$ cat config.mk
export PLATFORM = sky130hd
export DESIGN_NAME = apb_cmd_master
export DESIGN_NICKNAME = d
export VERILOG_FILES = /design/src/rtl/apb_cmd_master.sv
export SDC_FILE = /design/constraint.sdc
export NUM_CORES = 1
export LEC_CHECK = 0
export CAP_MARGIN = 20
export CORE_AREA = 2 2 155 157
export CTS_CLUSTER_SIZE = 20
export DETAILED_ROUTE_END_ITERATION = 10
export DIE_AREA = 0 0 157 159
export PLACE_DENSITY = 0.69
export SETUP_SLACK_MARGIN = 0.05
export SLEW_MARGIN = 0
export SYNTH_ARGS = -nofsm -noshare
export SYNTH_HDL_FRONTEND = slang
export SYNTH_SLANG_ARGS = --single-unit
$ cat constraint.sdc
create_clock -name PCLK -period 2.4 [get_ports PCLK]
set_input_delay 0.48 -clock PCLK [delete_from_list [all_inputs] [get_ports PCLK]]
set_output_delay 0.48 -clock PCLK [all_outputs]
set_load 0.01 [all_outputs]
$ cat src/rtl/apb_cmd_master.sv
// apb_cmd_master
//   APB3 initiator. Accepts commands on a valid/ready stream into a small
//   FIFO, drives each as one APB SETUP/ACCESS transfer, and returns one held
//   response per command. A stalled slave is aborted after TIMEOUT ACCESS
//   cycles (TIMEOUT=0 waits forever).
//
// Ports
//   PCLK, PRESETN        clock; synchronous active-low reset
//   cmd_valid/cmd_ready  command handshake (cmd_ready = not full, out of reset)
//   cmd_write/addr/wdata command payload
//   rsp_valid/rsp_ready  response handshake; response held until consumed
//   rsp_rdata/err/timeout response payload
//   PSEL..PSLVERR        APB3 master interface
//   busy                 FIFO non-empty, transfer in flight, or response held
module apb_cmd_master #(
    parameter int ADDR_WIDTH = 8,
    parameter int DATA_WIDTH = 32,
    parameter int CMD_DEPTH  = 4,
    parameter int TIMEOUT    = 255
) (
    input  logic                  PCLK,
    input  logic                  PRESETN,
    input  logic                  cmd_valid,
    output logic                  cmd_ready,
    input  logic                  cmd_write,
    input  logic [ADDR_WIDTH-1:0] cmd_addr,
    input  logic [DATA_WIDTH-1:0] cmd_wdata,
    output logic                  rsp_valid,
    input  logic                  rsp_ready,
    output logic [DATA_WIDTH-1:0] rsp_rdata,
    output logic                  rsp_err,
    output logic                  rsp_timeout,
    output logic                  PSEL,
    output logic                  PENABLE,
    output logic                  PWRITE,
    output logic [ADDR_WIDTH-1:0] PADDR,
    output logic [DATA_WIDTH-1:0] PWDATA,
    input  logic [DATA_WIDTH-1:0] PRDATA,
    input  logic                  PREADY,
    input  logic                  PSLVERR,
    output logic                  busy
);

    localparam int PW = $clog2(CMD_DEPTH);
    localparam int CW = PW + 1;
    localparam int EW = 1 + ADDR_WIDTH + DATA_WIDTH;
    localparam int TW = (TIMEOUT > 0) ? $clog2(TIMEOUT + 1) : 1;
    // Abort fires on the ACCESS cycle whose count would reach TIMEOUT.
    localparam logic [TW-1:0] TMO_LAST = TW'((TIMEOUT > 0) ? TIMEOUT - 1 : 0);

    typedef enum logic [1:0] {IDLE, SETUP, ACCESS} state_t;

    logic [EW-1:0]         fifo_mem [CMD_DEPTH];
    logic [PW-1:0]         wr_ptr;
    logic [PW-1:0]         rd_ptr;
    logic [CW-1:0]         count;
    state_t                state;
    logic [TW-1:0]         tmo_cnt;

    logic                  full;
    logic                  empty;
    logic                  push;
    logic                  launch;
    logic                  head_write;
    logic [ADDR_WIDTH-1:0] head_addr;
    logic [DATA_WIDTH-1:0] head_wdata;

    always_comb begin
        full      = (count == CW'(CMD_DEPTH));
        empty     = (count == '0);
        cmd_ready = PRESETN & ~full;
        push      = cmd_valid & cmd_ready;
        // A held, unconsumed response blocks the next launch so it is never overwritten.
        launch    = (state == IDLE) & ~empty & (~rsp_valid | rsp_ready);
        {head_write, head_addr, head_wdata} = fifo_mem[rd_ptr];
        busy      = ~empty | (state != IDLE) | rsp_valid;
    end

    always_ff @(posedge PCLK) begin
        if (push) begin
            fifo_mem[wr_ptr] <= {cmd_write, cmd_addr, cmd_wdata};
        end
    end

    always_ff @(posedge PCLK) begin
        if (!PRESETN) begin
            wr_ptr      <= '0;
            rd_ptr      <= '0;
            count       <= '0;
            state       <= IDLE;
            tmo_cnt     <= '0;
            PSEL        <= 1'b0;
            PENABLE     <= 1'b0;
            PWRITE      <= 1'b0;
            PADDR       <= '0;
            PWDATA      <= '0;
            rsp_valid   <= 1'b0;
            rsp_rdata   <= '0;
            rsp_err     <= 1'b0;
            rsp_timeout <= 1'b0;
        end else begin
            if (push) begin
                wr_ptr <= wr_ptr + 1'b1;
            end
            if (launch) begin
                rd_ptr <= rd_ptr + 1'b1;
            end
            case ({push, launch})
                2'b10:   count <= count + 1'b1;
                2'b01:   count <= count - 1'b1;
                default: count <= count;
            endcase

            // Consumption clears the register; a response loaded below wins.
            if (rsp_valid && rsp_ready) begin
                rsp_valid   <= 1'b0;
                rsp_rdata   <= '0;
                rsp_err     <= 1'b0;
                rsp_timeout <= 1'b0;
            end

            case (state)
                IDLE: begin
                    if (launch) begin
                        state   <= SETUP;
                        PSEL    <= 1'b1;
                        PENABLE <= 1'b0;
                        PWRITE  <= head_write;
                        PADDR   <= head_addr;
                        PWDATA  <= head_wdata;
                        tmo_cnt <= '0;
                    end
                end
                SETUP: begin
                    state   <= ACCESS;
                    PENABLE <= 1'b1;
                end
                ACCESS: begin
                    if (PREADY) begin
                        state       <= IDLE;
                        PSEL        <= 1'b0;
                        PENABLE     <= 1'b0;
                        rsp_valid   <= 1'b1;
                        rsp_rdata   <= PWRITE ? '0 : PRDATA;
                        rsp_err     <= PSLVERR;
                        rsp_timeout <= 1'b0;
                    end else begin
                        tmo_cnt <= tmo_cnt + 1'b1;
                        if (TIMEOUT != 0 && tmo_cnt == TMO_LAST) begin
                            state       <= IDLE;
                            PSEL        <= 1'b0;
                            PENABLE     <= 1'b0;
                            rsp_valid   <= 1'b1;
                            rsp_rdata   <= '0;
                            rsp_err     <= 1'b1;
                            rsp_timeout <= 1'b1;
                        end
                    end
                end
                default: begin
                    state   <= IDLE;
                    PSEL    <= 1'b0;
                    PENABLE <= 1'b0;
                end
            endcase
        end
    end

endmodule
# Yosys cells after proc, flatten, opt, wreduce, memory -nomap -nowiden

Memories as Yosys holds them, arrays and structs flattened. A register that Yosys moved wholly into a read port is not among the register bits.
Index checks and enable logic that the tools add are counted.

Divide/modulo/power cells: 0
Bitwise operators: 11
Reductions and logical operators: 11
Multiply operators: 0
Add/subtract/negate cells: 5
Muxes and demuxes: 33
Equal/unequal tests: 9
Order comparisons: 0
Shifts and indexed selects: 0

Operators with widths:

| operator              | number |
|---|---|
| $mux W32              | 5 |
| $mux W1               | 18 |
| $mux W8               | 2 |
| $pmux W8 S2           | 1 |
| $add A8 B1 Y8 const B | 1 |
| $eq A8 B8 Y1 const B  | 1 |
| $mux W2               | 3 |
| $pmux W1 S3           | 2 |
| $pmux W2 S3           | 1 |
| $pmux W3 S2           | 1 |
| $reduce_and A3 Y1     | 2 |
| $reduce_bool A2 Y1    | 3 |
| $add A2 B1 Y2 const B | 2 |
| $and A1 B1 Y1         | 4 |
| $eq A2 B1 Y1 const B  | 2 |
| $eq A2 B2 Y1 const B  | 2 |
| $ne A2 B2 Y1 const B  | 2 |
| $not A1 Y1            | 4 |
| $reduce_and A2 Y1     | 2 |
| $add A3 B1 Y3 const B | 1 |
| $eq A3 B3 Y1 const B  | 1 |
| $logic_not A3 Y1      | 1 |
| $ne A3 B3 Y1 const B  | 1 |
| $or A1 B1 Y1          | 3 |
| 4 further kinds       | 4 |

Memories kept: 1
Logic and storage cells: 81
Memory bits (writable): 164
Latch bits: 0
Register bits after elaboration: 54
Memory bits (read-only): 0

Memory list:

| name     | words | bits a word | rd ports | clocked after memory_dff | write ports | RTL line | text |
|---|---|---|---|---|---|---|---|
| fifo_mem | 4     | 41          | 1        | 1                        | 1           | 53       | `logic [EW-1:0] fifo_mem [CMD_DEPTH];` |

# Depth between registers and ports, before layout

Gate-level depths: netlist of run 1.

Word-level depth: 6
Mapped depth: 10
Gate-level depth less buffers: 9

# Least setup slack after synthesis of run 1

OpenSTA, ideal clock, no wires.

Path type: input -> register
Start: input port PRESETN
End: memory fifo_mem[1][0] (netlist name), enable pin
Stages on the path: 4
Setup time: 0.402 ns
Data required time: 1.998 ns
Path slack: -0.115 ns
Arrival: 2.113 ns
Path through: buf_2 > inv_2 > a211oi_2 > and2_1

Word-level cells in the longest chain between the ends: 4

RTL lines:

| element                       | RTL line | text |
|---|---|---|
| start: declaration            | 22       | `input logic PRESETN,` |
| $and A1 B1 Y1                 | 71       | `cmd_ready = PRESETN & ~full;` |
| $and A1 B1 Y1                 | 72       | `push = cmd_valid & cmd_ready;` |
| $mux W1                       | 80       | `if (push) begin` |
| $mux W1 (implied by the code) | 81       | `fifo_mem[wr_ptr] <= {cmd_write, cmd_addr, cmd_wdata};` |
| end: declaration              | 53       |  |

Every way passes these cells.

# Worst setup path in the final report of run 1

Start: register count[0]
End: output port cmd_ready

Word-level cells in the longest chain between the ends: 3

RTL lines:

| element                  | RTL line | text |
|---|---|---|
| start: declaration       | 56       | `logic [CW-1:0] count;` |
| start signal: assignment | 109      | `2'b10: count <= count + 1'b1;` |
| start signal: assignment | 110      | `2'b01: count <= count - 1'b1;` |
| start signal: assignment | 111      | `default: count <= count;` |
| $eq A3 B3 Y1             | 69       | `full = (count == CW'(CMD_DEPTH));` |
| $not A1 Y1               | 71       |  |
| $and A1 B1 Y1            | 71       |  |
| end: declaration         | 24       | `output logic cmd_ready,` |

Every way passes these cells.

==> flow_summary.ini, run 1 <==
[outcome]
status = complete, no violations

[place]
io_buffers = 158
dp_hpwl_um = 13400
place_congestion = 0.724
dp_slack_ns = -0.0500
dpl_cell_area_um2 = 12300

[grt]
grt_max_degree = 65
track_usage = 0.173
first_global_vias = 6364
antenna_found_initial = 1
grt_pass1_wl_um = 34100
overflow = 0

[sta]
final_max_slew_viol_count = 0
fin_tns_setup_ns = 0
hold_violations = 0
timing.fmax_ghz = 0.460
setup_violations = 0
period_needed_ns = 2.17
final.setup.worst_slack_ns = 0.227
period_share = 0.905
rsz0062_at_grt = no
tightest_slew_ns = 0.873
skew_ns = 0.0212
slew_headroom = 0.418

[routing]
wire_per_inst_um = 18.7
dr_total_vias = 6299
vias_per_cell = 5.37
drt_iter0_markers = 409
first_pass_iters = 5
drtAntennaViolNets = 0
drc_errors = 0
drt-total-wl_um = 21900

[setup_path]
path_class = reg -> out
crit_path_start_kind = flip-flop
crit_required_ns = 1.92
reg2reg_slack_ns = 0.30
arrival_ns = 1.69
critPathCaptureType = output port
critPathMaxFanout = 4

[floorplan]
initial_utilization = 0.443
pin_count = 159
core-area_um2 = 23200
fp.dieH_um = 159
die_w_um = 157
die_area_um2 = 25000
std_cell_rows = 56

[final_layout]
drive_above_1_share = 0.205
nFillCells = 1814
nets = 919
syn_to_final_growth_pct = 29.1
most-common-layout-cells = 164 x edfxtp_1, 156 x clkdlybuf4s50_1, 97 x nand3_1
layout_commonest_cell = edfxtp_1
finalInstanceArea_um2 = 13300

[cts]
postCtsSetupRepairBufs = 0
cts.sinks = 258
ctsRootBufferMaster = clkbuf_16
insertion_delay_ns = 0.54
numCtsBuffers = 26
path_clk_slew_ns = 0.06
holdBufCountCts = 0
cts.path.max_buffers = 3
tritoncts = built
h-tree-depth = 1

[logic_synthesis]
synthCells = 674
ys_ff_latch = 258
ys.flop_type = edfxtp_1
netlist_area_um2 = 10300
async_flop_share = 0
synthDistinctLibCells = 48
synth.area.top_cells = edfxtp_1 48%, dfxtp_1 18%, mux4_2 9.0%
synth_nets = 761
yosysSeqAreaShare = 0.663
synth_edf_count = 164
synth_top_area_share = 0.479
synth.avg_cell_area_um2 = 15.2
netlist.top_cell.by_area = edfxtp_1
yosys_warnings = 0

[pwr]
ir_drop_v = 0.000714
power_density_nw_per_um2 = 1050
power.leakage_nw = 4.36

[job]
drv_cap = 0

[worst_hold_path]
min_path_type = in -> reg
==> worst paths after layout <==
kind                                    to       start  cells after the start
worst min register to register  PWDATA[20]  PWDATA[20]                      2
worst max-delay path             cmd_ready    count[0]                      3
worst max register to register    count[2]    state[0]                      8
worst min-delay path              count[0]     PRESETN                      4
==> final cells by class <==
cell class | count | area, um2 | share of cell area
Timing Repair Buffer | 185 | 1860 | 0.140
Tap cell | 319 | 399 | 0.0301
Multi-Input combinational cell | 348 | 3190 | 0.240
Antenna cell | 1 | 2.50 | 0.000189
Sequential cell | 258 | 6820 | 0.514
Inverter | 13 | 48.8 | 0.00368
Clock inverter | 16 | 225 | 0.0170
Clock buffer | 32 | 723 | 0.0545
==> kinds of logic (layout without fill, tap and decap cells) <==
group / after synthesis / count (layout) / share of synthesized area
adder cells (fa/ha/maj): 8 / 8 / 0.0105
AND/OR/NAND/NOR: 188 / 188 / 0.0929
AO/OA/AOI/OAI: 103 / 103 / 0.107
other: 0 / 1 / 0
XOR/XNOR: 4 / 4 / 0.00341
buffers and inverters: 68 / 246 / 0.0302
flip-flops: 258 / 258 / 0.663
multiplexers: 45 / 45 / 0.0938
==> registers in the layout, summed over array words and instances (netlist names) <==
signal	count
PSEL	1
tmo_cnt	8
rsp_timeout	1
rsp_err	1
state	1
rsp_rdata	32
wr_ptr	2
PADDR	8
PWDATA	32
fifo_mem	164
rd_ptr	2
count	3
rsp_valid	1
PWRITE	1
PENABLE	1
==> cell usage after synthesis (all sizes together) (7+ instances only) <==
cell     count
mux4        41
ha           7
a21oi       10
dfxtp       94
o2bb2ai     41
nand3       97
nor2        10
edfxtp     164
nand2       51
inv         13
clkbuf      31
o2111ai     32
buf         24
==> layer usage <==
layer  vias up  GRT usage  part of all wire
li1       2971          -                 -
met1      3089      0.232              0.43
met2       211      0.288              0.47
met3        28     0.0452             0.079
met4         0     0.0334             0.014
met5         -          0                 0
==> worst max-delay path, cell delays in order (launching register included) <==
cell and delay [ns]:
dfxtp_2 0.38, nor2_1 0.08, a21oi_1 0.15, clkdlybuf4s50_1 0.56
==> through the flow <==
step / hold slack (ns) / util / instances / total power, mW
2_1_floorplan: 0.458 / - / 674 / 8.13
3_3_place_gp: 0.456 / 0.531 / 1123 / 9.72
3_5_place_dp: 0.464 / 0.531 / 1123 / 9.77
4_1_cts: 0.398 / 0.572 / 1171 / 14.1
5_1_grt: 0.404 / 0.572 / 1171 / 14.6
6_report: 0.412 / 0.572 / 1172 / 14.0
==> report_power, final <==
part           total, mW  switching, mW  internal [mW]
Sequential          5.92          0.537           5.38
Combinational       3.69           1.80           1.89
Clock               4.34           1.74           2.60
Total               14.0           4.08           9.88
==> timing repair <==
item,in CTS,in global routing
gates resized for setup,1,4
cloned,0,0
hold endpoints to repair,0,0
setup endpoints to repair,1,2
(Power assumes the default switching activity.)
==> run 2: changes to the inputs <==
--- a/config.mk
+++ b/config.mk
@@ -6,11 +6,11 @@
 export NUM_CORES = 1
 export LEC_CHECK = 0
 export CAP_MARGIN = 20
-export CORE_AREA = 2 2 155 157
+export CORE_AREA = 2 2 172 141
 export CTS_CLUSTER_SIZE = 20
 export DETAILED_ROUTE_END_ITERATION = 10
-export DIE_AREA = 0 0 157 159
-export PLACE_DENSITY = 0.69
+export DIE_AREA = 0 0 174 143
+export PLACE_DENSITY = 0.7
 export SETUP_SLACK_MARGIN = 0.05
 export SLEW_MARGIN = 0
 export SYNTH_ARGS = -nofsm -noshare
==> flow_summary.ini, run 2 (synthesis results as in run 1) <==
[grt]
first_global_vias = 6469
track_usage = 0.180
grt_pass1_wl_um = 35500
grt_max_degree = 65
overflow = 0
antenna_found_initial = 0

[final_layout]
multi_input_area_um2 = 3190
nFillCells = 1844
nets = 921
post-route-util = 0.574
most-common-layout-cells = 164 x edfxtp_1, 156 x clkdlybuf4s50_1, 97 x nand3_1
largest_reg_flops = 164
top_regs = fifo_mem: 164 flops, PWDATA: 32 flops, rsp_rdata: 32 flops
finalInstanceArea_um2 = 13200
drive_above_1_share = 0.200
stdcell_count = 1166
syn_to_final_growth_pct = 28.6
layout_commonest_cell = edfxtp_1
final-seq-area_um2 = 6810
regMostFlops = fifo_mem
num_antenna_cells = 0

[sta]
skew_ns = 0.0212
period_needed_ns = 2.25
period_share = 0.936
tightest_slew_ns = 0.907
timing.hold.ws_ns = 0.281
final.setup.worst_slack_ns = 0.154
slew_headroom = 0.396
rsz0062_at_grt = no
setup_violations = 0
timing.fmax_ghz = 0.445
hold_violations = 0
final_max_slew_viol_count = 0

[worst_hold_path]
min_path_type = in -> reg

[floorplan]
fp.dieH_um = 143
die_w_um = 174
core-area_um2 = 23000
pin_count = 159
die_area_um2 = 24900
initial_utilization = 0.446
std_cell_rows = 50

[pwr]
ir_drop_v = 0.000777
seqPwrFrac = 0.429
power.leakage_nw = 4.33
comb_power_share = 0.272
swShare = 0.293
switching_power_mw = 4.03
power_frac_clock = 0.299
internal_power_mw = 9.72
power_density_nw_per_um2 = 1040

[cts]
ctsResizeCount = 3
cts.path.max_buffers = 3
holdBufCountCts = 0
insertion_delay_ns = 0.54
cts.sinks = 258
h-tree-depth = 1
path_clk_slew_ns = 0.06
numCtsBuffers = 26
ctsRootBufferMaster = clkbuf_16
tritoncts = built
postCtsSetupRepairBufs = 0

[place]
dp_hpwl_um = 13300
dp_slack_ns = -0.0847
place_congestion = 0.750
dp_cells = 1118
dpl_cell_area_um2 = 12300
io_buffers = 158

[routing]
drc_errors = 0
dr_total_vias = 6431
wire_per_inst_um = 19.1
first_pass_iters = 4
drt-total-wl_um = 22300
drt_iter0_markers = 432
vias_per_cell = 5.52
drtAntennaViolNets = 0

[setup_path]
arrival_ns = 1.77
path_class = reg -> out
critPathCaptureType = output port
critPathMaxFanout = 4
crit_path_start_kind = flip-flop
crit_required_ns = 1.92

[outcome]
status = complete, no violations

[job]
drv_cap = 0
## run 2: cell count changes in the layout (fill, tap and decap cells not counted), moves of 2 or more
| cell | previous run | this run |
|---|---|---|
| buf_4 | 20 | 22 |
| inv_6 | 2 | 0 |
| clkbuf_8 | 5 | 3 |
| bufinv_16 | 4 | 2 |
| clkbuf_1 | 1 | 5 |
| clkinv_4 | 2 | 0 |
| clkbuf_16 | 26 | 28 |
## run 2: worst max-delay path: stages (launching register included)
cell	delay (ns)
dfxtp_1	0.42
nor2_1	0.11
a21oi_2	0.17
clkdlybuf4s50_1	0.55
## run 2: final timing paths
| path | from | cells past startpoint | endpoint | slack, ns |
|---|---|---|---|---|
| max | count[1] | 3 | cmd_ready | 0.15 |
| min | PRESETN | 3 | count[1] | 0.28 |
| max reg2reg | PENABLE | 8 | count[2] | 0.30 |
| min reg2reg | rsp_timeout | 2 | rsp_timeout | 0.47 |
## run 2: per-layer routing
layer  part of all wire  track usage  vias to the layer above
met1               0.45        0.252                     3220
met4              0.013       0.0380                        0
met5                  0            0                        -
li1                   -            -                     2971
met2               0.47        0.294                      215
met3              0.069       0.0373                       25
## run 2: through the flow
step	total power, mW	setup TNS, ns
floorplan	8.13	0
global placement	9.71	-0.0397
detailed placement	9.78	-0.0847
CTS	13.9	0
global route	14.4	0
finish	13.7	0
## run 2: cell type report
| type | count | area share |
|---|---|---|
| Sequential cell | 258 | 0.516 |
| Inverter | 13 | 0.00369 |
| Clock buffer | 36 | 0.0576 |
| Multi-Input combinational cell | 348 | 0.241 |
| Clock inverter | 12 | 0.00966 |
| Tap cell | 312 | 0.0295 |
| Timing Repair Buffer | 187 | 0.142 |
## run 2: power groups by stage
stage                     Combinational, mW  Sequential (mW)  Clock, mW
final                                  3.74             5.90       4.11
after global routing                   4.02             6.00       4.36
after CTS                              3.79             5.92       4.23
after detailed placement               3.78             6.00          0
after global placement                 3.72             5.99          0
after floorplan                        2.18             5.95          0
